--- src/rtl/register_pipe.sv ---
// register_pipe
//   Parametrised multi-stage retiming register. Each of DEPTH stages holds
//   WIDTH bits of data and a valid tag. The pipeline advances one stage on
//   every clock where CE=1. FLUSH drops every valid tag, and a synchronous
//   active-low reset clears the whole pipe. COUNT reports how many stages
//   currently hold valid tags. Every output is driven directly from a flop.
//
// Parameters
//   WIDTH        data width in bits (>=1)
//   DEPTH        number of stages, which is also the latency in enabled cycles (>=1)
//   RESET_VALUE  data value loaded into every stage on reset
//   GATE_INVALID 1: when I_VALID=0, stage 0 loads RESET_VALUE instead of I
//
// Ports
//   CLK      in   rising-edge clock
//   RESETN   in   synchronous reset, active low (highest priority)
//   CE       in   clock enable; 1 = advance pipeline one stage
//   FLUSH    in   clear all valid tags; no shift takes place that cycle
//   I        in   [WIDTH]  input data
//   I_VALID  in   input valid tag
//   O        out  [WIDTH]  data of the last stage
//   O_VALID  out  valid tag of the last stage
//   COUNT    out  [$clog2(DEPTH+1)]  number of valid stages
module register_pipe #(
   parameter int unsigned      WIDTH        = 2,
   parameter int unsigned      DEPTH        = 4,
   parameter logic [WIDTH-1:0] RESET_VALUE  = '0,
   parameter bit               GATE_INVALID = 1'b0
) (
   input  logic                         CLK,
   input  logic                         RESETN,
   input  logic                         CE,
   input  logic                         FLUSH,
   input  logic [WIDTH-1:0]             I,
   input  logic                         I_VALID,
   output logic [WIDTH-1:0]             O,
   output logic                         O_VALID,
   output logic [$clog2(DEPTH+1)-1:0]   COUNT
);

   localparam int unsigned CW = $clog2(DEPTH+1);

   logic [WIDTH-1:0] d_q [DEPTH];
   logic [WIDTH-1:0] d_d [DEPTH];
   logic [DEPTH-1:0] v_q, v_d;
   logic [CW-1:0]    cnt_q, cnt_d;

   always_comb begin
      d_d   = d_q;
      v_d   = v_q;
      cnt_d = cnt_q;
      if (FLUSH) begin
         // Data is left in place; only the tags are cleared.
         v_d   = '0;
         cnt_d = '0;
      end else if (CE) begin
         d_d[0] = (GATE_INVALID && !I_VALID) ? RESET_VALUE : I;
         v_d[0] = I_VALID;
         for (int unsigned k = 1; k < DEPTH; k++) begin
            d_d[k] = d_q[k-1];
            v_d[k] = v_q[k-1];
         end
         // A word can enter and another leave on the same edge: net change 0.
         cnt_d = cnt_q + CW'(I_VALID) - CW'(v_q[DEPTH-1]);
      end
   end

   always_ff @(posedge CLK) begin
      if (!RESETN) begin
         for (int unsigned k = 0; k < DEPTH; k++) begin
            d_q[k] <= RESET_VALUE;
         end
         v_q   <= '0;
         cnt_q <= '0;
      end else begin
         d_q   <= d_d;
         v_q   <= v_d;
         cnt_q <= cnt_d;
      end
   end

   assign O       = d_q[DEPTH-1];
   assign O_VALID = v_q[DEPTH-1];
   assign COUNT   = cnt_q;

endmodule

--- config.mk ---
export PLATFORM = sky130hd
export DESIGN_NAME = register_pipe
export DESIGN_NICKNAME = d
export VERILOG_FILES = /design/src/rtl/register_pipe.sv
export SDC_FILE = /design/constraint.sdc
export NUM_CORES = 1
export LEC_CHECK = 0
export BUFFER_PORTS_ARGS = -buffer_cell sky130_fd_sc_hd__buf_2
export CORE_MARGIN = 1.5
export CORE_UTILIZATION = 50
export DETAILED_ROUTE_END_ITERATION = 6
export PLACE_DENSITY = 0.84
export SLEW_MARGIN = 20
export SYNTH_ARGS = -nofsm -noshare
export SYNTH_HDL_FRONTEND = slang
export SYNTH_SLANG_ARGS = --single-unit
--- constraint.sdc ---
create_clock -name CLK -period 1.95 [get_ports CLK]
set_input_delay 0.195 -clock CLK [delete_from_list [all_inputs] [get_ports CLK]]
set_output_delay 0.195 -clock CLK [all_outputs]
set_load 0.1 [all_outputs]
==> parameters.txt <==
Parameter                              Value

Outcome
  Result of the run    finished clean

Hold path
  Kind of path behind the tightest hold check    in -> reg

GRT
  Largest net degree at the start of global routing    11
  Vias in the first global route    328
  Initial antenna violation count    0
  Wire length of the first global-routing pass    between 1000 and 1500 µm
  Global Route Usage Sum    0.152
  GRT overflow    0

Place
  Final RePlAce weighted congestion    0.633
  Sum of net half-perimeters after detailed placement    677 µm
  Number of port buffers    12
  Setup slack after placement    between 0.15 and 0.2 ns
  Cell total after placement    a little over 80

STA
  Max-slew headroom at the worst pin    0.680
  RSZ-0062 raised after global routing    false
  Final setup violation count    0
  Post-Route Setup TNS    0 ns
  Fin crit share    0.916
  Final hold vios    0
  Achievable frequency    around 560 MHz
  Number of slew-limit violations in the final report    0
  Worst Skew    0.00856 ns
  Transition time of the tightest slew-check pin    0.484 ns
  Final critical delay including setup and external delays    1.79 ns
  Final worst setup slack    ~0.16 ns

Setup path
  Cells along the critical path    inv_2 > ha_1 > inv_1 > ha_1 > inv_1 > fa_2 > xor2_1 > a211oi_1 > a31o_2
  Timing startpoint of the critical path    COUNT[0]$_SDFFE_PP0P_
  Register-to-register setup slack    0.16 ns
  Maximum fanout along the worst path    3
  Data required, critical path    roughly 2.1 ns
  Highest cell delay on the worst timing path    roughly 0.36 ns
  Critical path destination    COUNT[2]$_SDFFE_PP0P_
  Critical path's slowest cell    dfxtp_4
  Kind of start point of the critical path    flip-flop
  Start of the worst register-to-register path    COUNT[0]$_SDFFE_PP0P_
  Arrival @ worst endpoint    1.97 ns
  Endpoint class of the critical path    flip-flop
  Critical path type    reg -> reg
  Worst reg2reg path endpoint    COUNT[2]$_SDFFE_PP0P_
  Worst Reg-to-Reg Cells    9

Floorplanning
  Initial core utilization    0.567
  Floorplan die area    1540 µm²
  Floorplan die height    39.2 µm
  Core area    1160 µm²
  I/O pin count    13
  Cell row count    12
  Die outline width    ~39 µm

Clocking
  Clock tree from TritonCTS    built
  Sinks on the clock net    15
  Insertion delay to the later sink of the worst-skew pair    0.28 ns
  Clock buffer depth    2
  Total CTS buffers    3
  Number of levels in the clock H-tree    1
  Library cell used as clock root buffer    clkbuf_4
  Clock-pin slew of the registers on the worst-case setup and hold paths    around 0.090 ns
  Hold buffers post-CTS    0
  Count of cells resized by post-cts repair    0
  Post-CTS setup repair buffer count    0

Power
  Leakage Power    around 0.33 nW
  Design Power    540 µW
  Power Density    around 740 nW/µm²
  IR Drop Worst-Case VDD    0.561 mV

Yosys
  Syn_nets    71
  Cells after Synth    61
  Number of unique standard cell types used by synthesis    15
  Warnings from Yosys    0
  Register area share after synthesis    0.458
  Average footprint of a synthesized cell    10.7 µm²
  Area share of the leading cell type in the synthesized netlist    0.458
  Yosys top cell by area    dfxtp_1
  Number of synthesized register bits    15
  Top cells by area, synth    dfxtp_1 (46%), mux2i_1 (20%), nor2b_1 (7.6%)
  Netlist area before placement    roughly 660 µm²

Job
  Total of max-cap violations    0

Cells and area
  Most used cells in the layout excluding fill and tap cells    mux2i_1 (13), dfxtp_1 (12), buf_2 (12), nor2b_1 (8), nor2_1 (7)
  Most common cell after layout, fill and taps aside    mux2i_1
  Inserted Diodes    0
  Final design utilization    0.631
  Signed area change from the synthesized netlist to the final layout    11.3%
  Layout cell share with drive strength beyond 1    0.306
  Number of non-filler instances in the completed layout    86
  Final #Nets    83

Detailed routing
  Antenna-violating nets left    0
  Post-detailed-route via-to-cell ratio    4.74
  Number of vias after detailed routing    408
  Total iterations of the first detailed-routing run    2
  Remaining DRCs    0
  Violation count after the first detailed-route iteration    4
  Routed length per instance    10.3 µm
  Final Routed Wirelength    886 µm
logic make-up after synthesis:
family | Yosys count | share of synthesized area
adders and majority gates | 3 | 0.0687
AOI/OAI and AO/OA | 3 | 0.0363
buffers and inverters | 9 | 0.0878
muxes | 13 | 0.198
xor gates and xnor gates | 1 | 0.0134
DFF | 15 | 0.458
and+or+nand+nor | 17 | 0.137
area by class of cell:
cell class                      count  area, µm²
Clock buffer                        3       22.5
Clock inverter                      1       5.00
Fill cell                         107        427
Inverter                            4       15.0
Multi-Input combinational cell     37        300
Sequential cell                    15        309
Tap cell                           14       17.5
Timing Repair Buffer               12       60.1
state kept, by name, summed over array words and instances (netlist names):
register,count
O,2
v_q,4
d_q,6
COUNT,3
Yosys cell counts:
library cell	instances
buf_2	1
a211oi_1	2
nor2_1	7
inv_1	4
a31o_2	1
nand2b_1	1
nor2b_1	8
buf_4	2
mux2i_1	13
ha_1	2
and2b_1	1
xor2_1	1
buf_6	2
dfxtp_1	15
fa_1	1
worst min-delay path by stage:
stage | cells after the start | end | slack, ns | start
global route | 3 | v_q[0]$_SDFFE_PP0P_ | 0.18 | I_VALID
floorplan | 1 | O[0]$_SDFFE_PN0P_ | 0.32 | RESETN
CTS | 3 | d_q[7]$_SDFFE_PN0P_ | 0.16 | I[1]
global placement | 3 | d_q[7]$_SDFFE_PN0P_ | 0.46 | I[1]
detailed placement | 3 | d_q[7]$_SDFFE_PN0P_ | 0.46 | I[1]
finish | 3 | d_q[7]$_SDFFE_PN0P_ | 0.17 | I[1]
critical path: cells and delay by family (launching register included):
family	cells	cell delay [ns]
adder cells (fa/ha/maj)	3	0.72
flip-flops	1	0.36
AO/OA/AOI/OAI	2	0.32
XOR/XNOR	1	0.17
buffers and inverters	3	0.13
stage by stage:
stage / instance area, µm² / hold slack (ns)
global route: 729 / 0.176
global placement: 702 / 0.455
CTS: 729 / 0.162
detailed placement: 702 / 0.459
finish: 729 / 0.167
floorplan: 667 / 0.323
where the power goes:
group          switching, mW  total, mW  internal [mW]
combinational         0.0351     0.0568         0.0217
clock                 0.0932      0.169         0.0760
sequential           0.00379      0.314          0.310
total                  0.132      0.540          0.408
routing by layer:
layer  wire length (µm)  global-route usage  share of wire
met1                457               0.174           0.52
met2                367               0.208           0.41
met3                 62              0.0867          0.070
met4                  0               0.103              0
met5                  0                   0              0
No activity file was read; power rests on OpenSTA's default activity.
